`src/rtl/ftdi_sync_fifo_device_if.sv`:
```
`default_nettype none
// ============================================================================
// Module   : ftdi_sync_fifo_device_if
// Brief    : FTDI synchronous-FIFO bridge bus plus the two AXI-Stream byte
//            channels of the emulated device.
// Revision : 1.0 - initial release
// ============================================================================
interface ftdi_sync_fifo_device_if;
    logic       ftdi_rd_n;
    logic       ftdi_oe_n;
    logic       ftdi_wr_n;
    logic       ftdi_rxf_n;
    logic       ftdi_txe_n;
    logic [7:0] ftdi_data_i;
    logic [7:0] ftdi_data_o;
    logic       ftdi_data_oe;
    logic [7:0] s_axis_tdata;
    logic       s_axis_tvalid;
    logic       s_axis_tready;
    logic [7:0] m_axis_tdata;
    logic       m_axis_tvalid;
    logic       m_axis_tready;

    // Bridge and host side: drives strobes, bus data and stream inputs
    modport master (
        output ftdi_rd_n, ftdi_oe_n, ftdi_wr_n, ftdi_data_i,
               s_axis_tdata, s_axis_tvalid, m_axis_tready,
        input  ftdi_rxf_n, ftdi_txe_n, ftdi_data_o, ftdi_data_oe,
               s_axis_tready, m_axis_tdata, m_axis_tvalid
    );

    // Emulated FTDI device side
    modport slave (
        input  ftdi_rd_n, ftdi_oe_n, ftdi_wr_n, ftdi_data_i,
               s_axis_tdata, s_axis_tvalid, m_axis_tready,
        output ftdi_rxf_n, ftdi_txe_n, ftdi_data_o, ftdi_data_oe,
               s_axis_tready, m_axis_tdata, m_axis_tvalid
    );
endinterface
`default_nettype wire

```
`src/rtl/ftdi_sync_fifo_device.sv`:
```
`default_nettype none
// ============================================================================
// Module   : ftdi_sync_fifo_device
// Brief    : Emulated FTDI FT2232H-style synchronous FIFO device with RX
//            (host->bridge) and TX (bridge->host) byte FIFOs and sticky errors.
// Revision : 1.0 - initial release
// ============================================================================
module ftdi_sync_fifo_device #(
    parameter int RX_DEPTH = 16,
    parameter int TX_DEPTH = 16
) (
    input  wire logic                        clk,
    input  wire logic                        res,
    ftdi_sync_fifo_device_if.slave           bus,
    output logic [$clog2(RX_DEPTH):0]        rx_level,
    output logic [$clog2(TX_DEPTH):0]        tx_level,
    output logic [3:0]                       err,
    input  wire logic                        err_clr
);

    localparam int c_RX_AW = $clog2(RX_DEPTH);
    localparam int c_TX_AW = $clog2(TX_DEPTH);
    localparam logic [c_RX_AW:0] c_RX_FULL = (c_RX_AW+1)'(RX_DEPTH);
    localparam logic [c_TX_AW:0] c_TX_FULL = (c_TX_AW+1)'(TX_DEPTH);

    logic [7:0]         r_rx_mem [RX_DEPTH];
    logic [7:0]         r_tx_mem [TX_DEPTH];
    logic [c_RX_AW-1:0] r_rx_wr_ptr;
    logic [c_RX_AW-1:0] r_rx_rd_ptr;
    logic [c_TX_AW-1:0] r_tx_wr_ptr;
    logic [c_TX_AW-1:0] r_tx_rd_ptr;
    logic [c_RX_AW:0]   r_rx_level;
    logic [c_TX_AW:0]   r_tx_level;
    logic [c_RX_AW:0]   w_rx_level_next;
    logic [c_TX_AW:0]   w_tx_level_next;
    logic               r_rxf_n;
    logic               r_txe_n;
    logic [3:0]         r_err;
    logic [3:0]         w_err_new;
    logic               w_s_tready;
    logic               w_m_tvalid;
    logic               w_rx_push;
    logic               w_rx_pop;
    logic               w_tx_push;
    logic               w_tx_pop;

    assign w_s_tready = (r_rx_level != c_RX_FULL);
    assign w_m_tvalid = (r_tx_level != '0);

    // Bridge-side handshakes qualify on the registered flags, so a byte pushed
    // this cycle is never visible to the bridge until the flag updates.
    assign w_rx_push = bus.s_axis_tvalid & w_s_tready;
    assign w_rx_pop  = ~r_rxf_n & ~bus.ftdi_rd_n & ~bus.ftdi_oe_n;
    assign w_tx_push = ~r_txe_n & ~bus.ftdi_wr_n & bus.ftdi_oe_n;
    assign w_tx_pop  = w_m_tvalid & bus.m_axis_tready;

    assign w_err_new[0] = ~bus.ftdi_rd_n & bus.ftdi_oe_n;
    assign w_err_new[1] = ~bus.ftdi_rd_n & ~bus.ftdi_oe_n & r_rxf_n;
    assign w_err_new[2] = ~bus.ftdi_wr_n & r_txe_n;
    assign w_err_new[3] = ~bus.ftdi_wr_n & ~bus.ftdi_oe_n;

    always_comb begin
        w_rx_level_next = r_rx_level;
        case ({w_rx_push, w_rx_pop})
            2'b10:   w_rx_level_next = r_rx_level + 1'b1;
            2'b01:   w_rx_level_next = r_rx_level - 1'b1;
            default: w_rx_level_next = r_rx_level;
        endcase
    end

    always_comb begin
        w_tx_level_next = r_tx_level;
        case ({w_tx_push, w_tx_pop})
            2'b10:   w_tx_level_next = r_tx_level + 1'b1;
            2'b01:   w_tx_level_next = r_tx_level - 1'b1;
            default: w_tx_level_next = r_tx_level;
        endcase
    end

    always_ff @(posedge clk) begin
        if (res) begin
            r_rx_wr_ptr <= '0;
            r_rx_rd_ptr <= '0;
            r_rx_level  <= '0;
            r_rxf_n     <= 1'b1;
        end else begin
            if (w_rx_push) r_rx_wr_ptr <= r_rx_wr_ptr + 1'b1;
            if (w_rx_pop)  r_rx_rd_ptr <= r_rx_rd_ptr + 1'b1;
            r_rx_level <= w_rx_level_next;
            r_rxf_n    <= (w_rx_level_next == '0);
        end
    end

    always_ff @(posedge clk) begin
        if (res) begin
            r_tx_wr_ptr <= '0;
            r_tx_rd_ptr <= '0;
            r_tx_level  <= '0;
            r_txe_n     <= 1'b0;
        end else begin
            if (w_tx_push) r_tx_wr_ptr <= r_tx_wr_ptr + 1'b1;
            if (w_tx_pop)  r_tx_rd_ptr <= r_tx_rd_ptr + 1'b1;
            r_tx_level <= w_tx_level_next;
            r_txe_n    <= (w_tx_level_next == c_TX_FULL);
        end
    end

    // Storage is deliberately unreset; stale bytes sit behind the pointers.
    always_ff @(posedge clk) begin
        if (w_rx_push && !res) r_rx_mem[r_rx_wr_ptr] <= bus.s_axis_tdata;
        if (w_tx_push && !res) r_tx_mem[r_tx_wr_ptr] <= bus.ftdi_data_i;
    end

    // A clear never hides an error raised in the same cycle.
    always_ff @(posedge clk) begin
        if (res) begin
            r_err <= '0;
        end else if (err_clr) begin
            r_err <= w_err_new;
        end else begin
            r_err <= r_err | w_err_new;
        end
    end

    assign bus.ftdi_rxf_n    = r_rxf_n;
    assign bus.ftdi_txe_n    = r_txe_n;
    assign bus.ftdi_data_o   = r_rx_mem[r_rx_rd_ptr];
    assign bus.ftdi_data_oe  = ~bus.ftdi_oe_n;
    assign bus.s_axis_tready = w_s_tready;
    assign bus.m_axis_tdata  = r_tx_mem[r_tx_rd_ptr];
    assign bus.m_axis_tvalid = w_m_tvalid;
    assign rx_level          = r_rx_level;
    assign tx_level          = r_tx_level;
    assign err               = r_err;

endmodule
`default_nettype wire

```
`src/flat_wrapper.sv`:
```
// flat-port wrapper written by rule: the top's interface ports become plain ports
module ftdi_sync_fifo_device_flat 
#(
    parameter int RX_DEPTH = 16,
    parameter int TX_DEPTH = 16
)
  (clk, res, rx_level, tx_level, err, err_clr, bus_ftdi_rd_n, bus_ftdi_oe_n, bus_ftdi_wr_n, bus_ftdi_data_i, bus_s_axis_tdata, bus_s_axis_tvalid, bus_m_axis_tready, bus_ftdi_rxf_n, bus_ftdi_txe_n, bus_ftdi_data_o, bus_ftdi_data_oe, bus_s_axis_tready, bus_m_axis_tdata, bus_m_axis_tvalid);
  ftdi_sync_fifo_device_if bus_i ();
  input  wire logic clk;
  input  wire logic res;
  output logic [$clog2(RX_DEPTH):0] rx_level;
  output logic [$clog2(TX_DEPTH):0] tx_level;
  output logic [3:0] err;
  input  wire logic err_clr;
  input wire logic [$bits(bus_i.ftdi_rd_n)-1:0] bus_ftdi_rd_n;
  input wire logic [$bits(bus_i.ftdi_oe_n)-1:0] bus_ftdi_oe_n;
  input wire logic [$bits(bus_i.ftdi_wr_n)-1:0] bus_ftdi_wr_n;
  input wire logic [$bits(bus_i.ftdi_data_i)-1:0] bus_ftdi_data_i;
  input wire logic [$bits(bus_i.s_axis_tdata)-1:0] bus_s_axis_tdata;
  input wire logic [$bits(bus_i.s_axis_tvalid)-1:0] bus_s_axis_tvalid;
  input wire logic [$bits(bus_i.m_axis_tready)-1:0] bus_m_axis_tready;
  output wire logic [$bits(bus_i.ftdi_rxf_n)-1:0] bus_ftdi_rxf_n;
  output wire logic [$bits(bus_i.ftdi_txe_n)-1:0] bus_ftdi_txe_n;
  output wire logic [$bits(bus_i.ftdi_data_o)-1:0] bus_ftdi_data_o;
  output wire logic [$bits(bus_i.ftdi_data_oe)-1:0] bus_ftdi_data_oe;
  output wire logic [$bits(bus_i.s_axis_tready)-1:0] bus_s_axis_tready;
  output wire logic [$bits(bus_i.m_axis_tdata)-1:0] bus_m_axis_tdata;
  output wire logic [$bits(bus_i.m_axis_tvalid)-1:0] bus_m_axis_tvalid;
  assign bus_i.ftdi_rd_n = bus_ftdi_rd_n;
  assign bus_i.ftdi_oe_n = bus_ftdi_oe_n;
  assign bus_i.ftdi_wr_n = bus_ftdi_wr_n;
  assign bus_i.ftdi_data_i = bus_ftdi_data_i;
  assign bus_i.s_axis_tdata = bus_s_axis_tdata;
  assign bus_i.s_axis_tvalid = bus_s_axis_tvalid;
  assign bus_i.m_axis_tready = bus_m_axis_tready;
  assign bus_ftdi_rxf_n = bus_i.ftdi_rxf_n;
  assign bus_ftdi_txe_n = bus_i.ftdi_txe_n;
  assign bus_ftdi_data_o = bus_i.ftdi_data_o;
  assign bus_ftdi_data_oe = bus_i.ftdi_data_oe;
  assign bus_s_axis_tready = bus_i.s_axis_tready;
  assign bus_m_axis_tdata = bus_i.m_axis_tdata;
  assign bus_m_axis_tvalid = bus_i.m_axis_tvalid;
  ftdi_sync_fifo_device #(.RX_DEPTH(RX_DEPTH), .TX_DEPTH(TX_DEPTH)) u_core (.clk(clk), .res(res), .bus(bus_i), .rx_level(rx_level), .tx_level(tx_level), .err(err), .err_clr(err_clr));
endmodule
```
`config.mk`:
```
export PLATFORM = sky130hd
export DESIGN_NAME = ftdi_sync_fifo_device_flat
export DESIGN_NICKNAME = d
export VERILOG_FILES = /design/src/rtl/ftdi_sync_fifo_device_if.sv /design/src/rtl/ftdi_sync_fifo_device.sv /design/src/flat_wrapper.sv
export SDC_FILE = /design/constraint.sdc
export NUM_CORES = 1
export LEC_CHECK = 0
export BUFFER_PORTS_ARGS = -buffer_cell sky130_fd_sc_hd__clkbuf_2
export CAP_MARGIN = 20
export CORE_UTILIZATION = 49
export DETAILED_ROUTE_END_ITERATION = 6
export PLACE_DENSITY = 0.66
export SKIP_CTS_REPAIR_TIMING = 1
export SLEW_MARGIN = 20
export SYNTH_ARGS = -nofsm -noshare
export SYNTH_HDL_FRONTEND = slang
export SYNTH_SLANG_ARGS = --single-unit
```
`constraint.sdc`:
```
create_clock -name clk -period 6.9 [get_ports clk]
set_input_delay 0.345 -clock clk [delete_from_list [all_inputs] [get_ports clk]]
set_output_delay 0.345 -clock clk [all_outputs]
set_load 0.1 [all_outputs]
```
==> flow_summary_export.csv <==
group,metric,value,unit
outcome,outcome,"complete, but fails checks",
outcome,violations_in_the_final_reports,"DRC",
logic_synthesis,number_of_synthesized_register_bits,296,
sta,period_needed,3.24,ns
cts,clk_path_buf_depth,3,
sta,final.period_utilization,46.9,%
logic_synthesis,synth.top_cells.by_area,"sky130_fd_sc_hd__edfxtp_1, sky130_fd_sc_hd__mux4_2, sky130_fd_sc_hd__dfxtp_1",
grt,global_route_wire_length_before_repair,34.3,mm
sta,drv_slew,0,
placed_design,placed_cell_area,12300,um2
sta,hold_viol_final,0,
critical_path,endpoint_kind,"output port",
flow_run,drv_cap,0,
cells_and_area,post_route_cells_drive_above_1_share,27.8,%
logic_synthesis,ys_types,44,
critical_path,critical_path_peak_fanout,32,
sta,fin_setup_tns,0,ns
placed_design,dp.final_hpwl,14.2,mm
power_and_ir_drop,pwr-share-clk,34.2,%
grt,antenna_violations_before_repair,0,
detailed_routing,detail_route.vias_per_cell,5.58,
floorplan,initial_core_util,50.0,%
cells_and_area,n_antenna_cell,0,
sta,number_of_failing_setup_endpoints_in_the_final_timing_report,0,
cts,cts.sink_count,296,
sta,timing.slew.headroom,30.5,%
logic_synthesis,yosys_warnings,0,
cts,clock_latency_on_the_worst_skew_pair,0.54,ns
power_and_ir_drop,ir_worst_vdd,0.216,mV
power_and_ir_drop,netSwitchingPower,0.00130,W
sta,rsz0062_at_grt,"no",
detailed_routing,postRouteWirelength,22.2,mm
power_and_ir_drop,total_power,0.00444,W
power_and_ir_drop,comb_power_share,20.3,%
floorplan,design.core.area,23500,um2
floorplan,die_width,157,um
logic_synthesis,postSynthAreaPerCell,19.2,um2
detailed_routing,drc,5,
worst_hold_path,hold_removal_path_class,"in -> reg",
logic_synthesis,netlist.top_cell.by_area,"sky130_fd_sc_hd__edfxtp_1",
placed_design,number_of_buffers_inserted_by_port_buffering,58,
detailed_routing,drtAntennaViolNets,0,
cts,clk_transition_reported_paths,0.06,ns
grt,largest_net_degree_at_the_start_of_global_routing,42,
grt,globalRouteOverflowTotal,0,
cts,cts-root-buf,"sky130_fd_sc_hd__clkbuf_16",
detailed_routing,dr.pass1.iters,7,
critical_path,critical_path.startpoint_type,"flop",
cts,tritoncts,"yes",
power_and_ir_drop,power_frac_seq,45.5,%
sta,clock_skew,0.0134,ns
critical_path,cpPeakStageDelay,0.61,ns
logic_synthesis,postSynthCellCount,612,
critical_path,timing.setup.critical_path_class,"reg -> out",
cts,tritoncts.num_buffers,30,
floorplan,die_h,157,um
detailed_routing,vias,5694,
logic_synthesis,synth.net_count,654,
cells_and_area,post_layout_nonfiller_instances,1021,
critical_path,timing.critical_path.slowest_stage_cell,"sky130_fd_sc_hd__mux4_2",
power_and_ir_drop,switching_share,29.1,%
detailed_routing,first_iter_violations,477,
placed_design,numPlacedInstances,966,
power_and_ir_drop,cellPowerDensity,336,nW/um2
sta,tightestPinTransition,1.04,ns
power_and_ir_drop,power_leakage,4.29,nW
critical_path,critPathArrivalTime,2.89,ns
cells_and_area,fin_nets,721,
cells_and_area,fin_area,13200,um2
cells_and_area,fillCellCount,1752,
cts,cts_max_level,1,
cells_and_area,area.growth.synth_to_final,12.8,%
floorplan,io-pin-count,59,
detailed_routing,post_drt_wl_per_cell,21.8,um
critical_path,critPathMostFrequentCell,"sky130_fd_sc_hd__mux4_2",
logic_synthesis,netlist_area,11700,um2
logic_synthesis,ys_seq_area_share,72.3,%
floorplan,die_area,24600,um2
power_and_ir_drop,internal-power,0.00315,W
grt,grt_pass1_vias,5928,
floorplan,placementRows,56,
logic_synthesis,yosysTopAreaCellShare,65.5,%
sta,fmax,309,MHz
grt,global_route.usage.total,18.7,%
critical_path,crit_required,6.55,ns
placed_design,place.gp.congestion,0.762,
critical_path,worstPathCellList,"buf_4, mux4_2, mux4_2, clkbuf_2",
[final timing paths]
check	start	end	slack, ns	depth (start not counted)
worst max-delay path	flop	bus_ftdi_data_o[2]	3.66	4
worst min-delay path	bus_ftdi_rd_n	u_core.err[0]	0.16	3
worst max register to register	u_core.rx_level[0]	u_core.bus.ftdi_rxf_n	3.97	11
worst min register to register	u_core.err[0]	u_core.err[0]	0.52	2
[metrics by stage]
stage               worst slack (ns)  utilization (%)  hold WS, ns
global placement                4.03             52.4        0.479
CTS                             3.60             56.4        0.141
finish                          3.66             56.4        0.155
detailed placement              3.92             52.4        0.511
global route                    3.52             56.4        0.149
floorplan                       3.74                -        0.421
[cell families after synthesis]
| logic type | count (synthesis) | synth area share (%) |
|---|---|---|
| XOR/XNOR | 20 | 1.49 |
| buffers and inverters | 43 | 1.92 |
| AND/OR/NAND/NOR | 122 | 4.60 |
| adder cells (fa/ha/maj) | 18 | 1.98 |
| multiplexers | 84 | 15.7 |
| flip-flops | 296 | 72.3 |
| AO/OA/AOI/OAI | 29 | 1.97 |
[synthesized netlist by cell type]
cell type / count
sky130_fd_sc_hd__a211o_1: 1
sky130_fd_sc_hd__nor3b_1: 1
sky130_fd_sc_hd__or4b_1: 1
sky130_fd_sc_hd__nor3_1: 4
sky130_fd_sc_hd__xor2_1: 13
sky130_fd_sc_hd__nand2b_1: 5
sky130_fd_sc_hd__buf_6: 7
sky130_fd_sc_hd__inv_1: 16
sky130_fd_sc_hd__or2_1: 1
sky130_fd_sc_hd__nand3b_1: 3
sky130_fd_sc_hd__o21a_1: 1
sky130_fd_sc_hd__a2bb2oi_1: 1
sky130_fd_sc_hd__nand2_1: 16
sky130_fd_sc_hd__edfxtp_1: 256
sky130_fd_sc_hd__nand3_1: 3
sky130_fd_sc_hd__a2111oi_4: 1
sky130_fd_sc_hd__ha_1: 17
sky130_fd_sc_hd__a31oi_2: 1
sky130_fd_sc_hd__dfxtp_1: 40
sky130_fd_sc_hd__or3_1: 3
sky130_fd_sc_hd__a41o_1: 1
sky130_fd_sc_hd__nand4_1: 4
sky130_fd_sc_hd__or4_1: 1
sky130_fd_sc_hd__buf_4: 2
sky130_fd_sc_hd__a21o_2: 1
sky130_fd_sc_hd__a31oi_1: 1
sky130_fd_sc_hd__nor3_2: 2
sky130_fd_sc_hd__a21o_1: 2
sky130_fd_sc_hd__fa_1: 1
sky130_fd_sc_hd__o41a_1: 1
sky130_fd_sc_hd__xnor2_1: 7
sky130_fd_sc_hd__buf_2: 3
sky130_fd_sc_hd__mux2i_1: 4
sky130_fd_sc_hd__a22oi_1: 4
sky130_fd_sc_hd__nor2_1: 77
sky130_fd_sc_hd__a21oi_1: 10
sky130_fd_sc_hd__clkbuf_1: 3
sky130_fd_sc_hd__nor2_2: 1
sky130_fd_sc_hd__o21ba_2: 1
sky130_fd_sc_hd__buf_1: 12
sky130_fd_sc_hd__o21ai_0: 1
sky130_fd_sc_hd__mux4_2: 80
sky130_fd_sc_hd__o31a_1: 1
sky130_fd_sc_hd__o2111a_1: 1
[cells in the final DEF, fill, tap and decap left out, drive strengths merged, types with 2 or more instances in the layout]
cell type	count
nor3	6
buf	4
nand2	16
xnor2	7
mux4	80
a31oi	2
ha	17
nand2b	5
xor2	13
nand3b	3
or3	3
clkinv	6
edfxtp	256
inv	18
a21o	3
nand3	3
a22oi	4
clkbuf	103
clkinvlp	2
nor2	78
mux2i	4
a21oi	10
dfxtp	40
nand4	4
[power groups by stage]
stage	combinational [W]	sequential [W]	clock, W
after floorplan	0.000672	0.00216	0
after global routing	0.000958	0.00203	0.00162
after global placement	0.000891	0.00206	0
final	0.000901	0.00202	0.00152
after detailed placement	0.000907	0.00206	0
after CTS	0.000909	0.00202	0.00155
[metal layers]
metal	GRT usage, %	wire length [um]	part of all wire [%]	up-vias
li1	-	-	-	2553
met4	4.39	338	1.5	0
met3	3.41	1460	6.6	25
met5	0	0	0	-
met2	31.3	11000	49	188
met1	25.7	9460	43	2928
[worst max-delay path, delay by kind of cell (launching register included)]
kind                   cells  cell delay (ns)
buffers and inverters      2             0.91
flip-flops                 1             0.31
multiplexers               2             1.11
[registers in the layout, summed over array words and instances, names as in the netlist, named ones only]
register and flops:
u_core.bus.ftdi_rxf_n 1, u_core.r_rx_mem 128, u_core.rx_level 5, u_core.bus.ftdi_txe_n 1
u_core.r_rx_wr_ptr 4, u_core.err 4, u_core.tx_level 5, u_core.r_tx_wr_ptr 4
u_core.r_tx_rd_ptr 4, u_core.r_rx_rd_ptr 4, u_core.r_tx_mem 128
[layout make-up]
class,instances,area [um2],area share [%]
Tap cell,319,399,3.02
Clock inverter,10,57.6,0.435
Sequential cell,296,8490,64.2
Multi-Input combinational cell,273,3020,22.8
Inverter,16,60.1,0.454
Timing Repair Buffer,62,320,2.42
Clock buffer,45,880,6.65
Note: power is estimated with default switching activity, not from simulation.
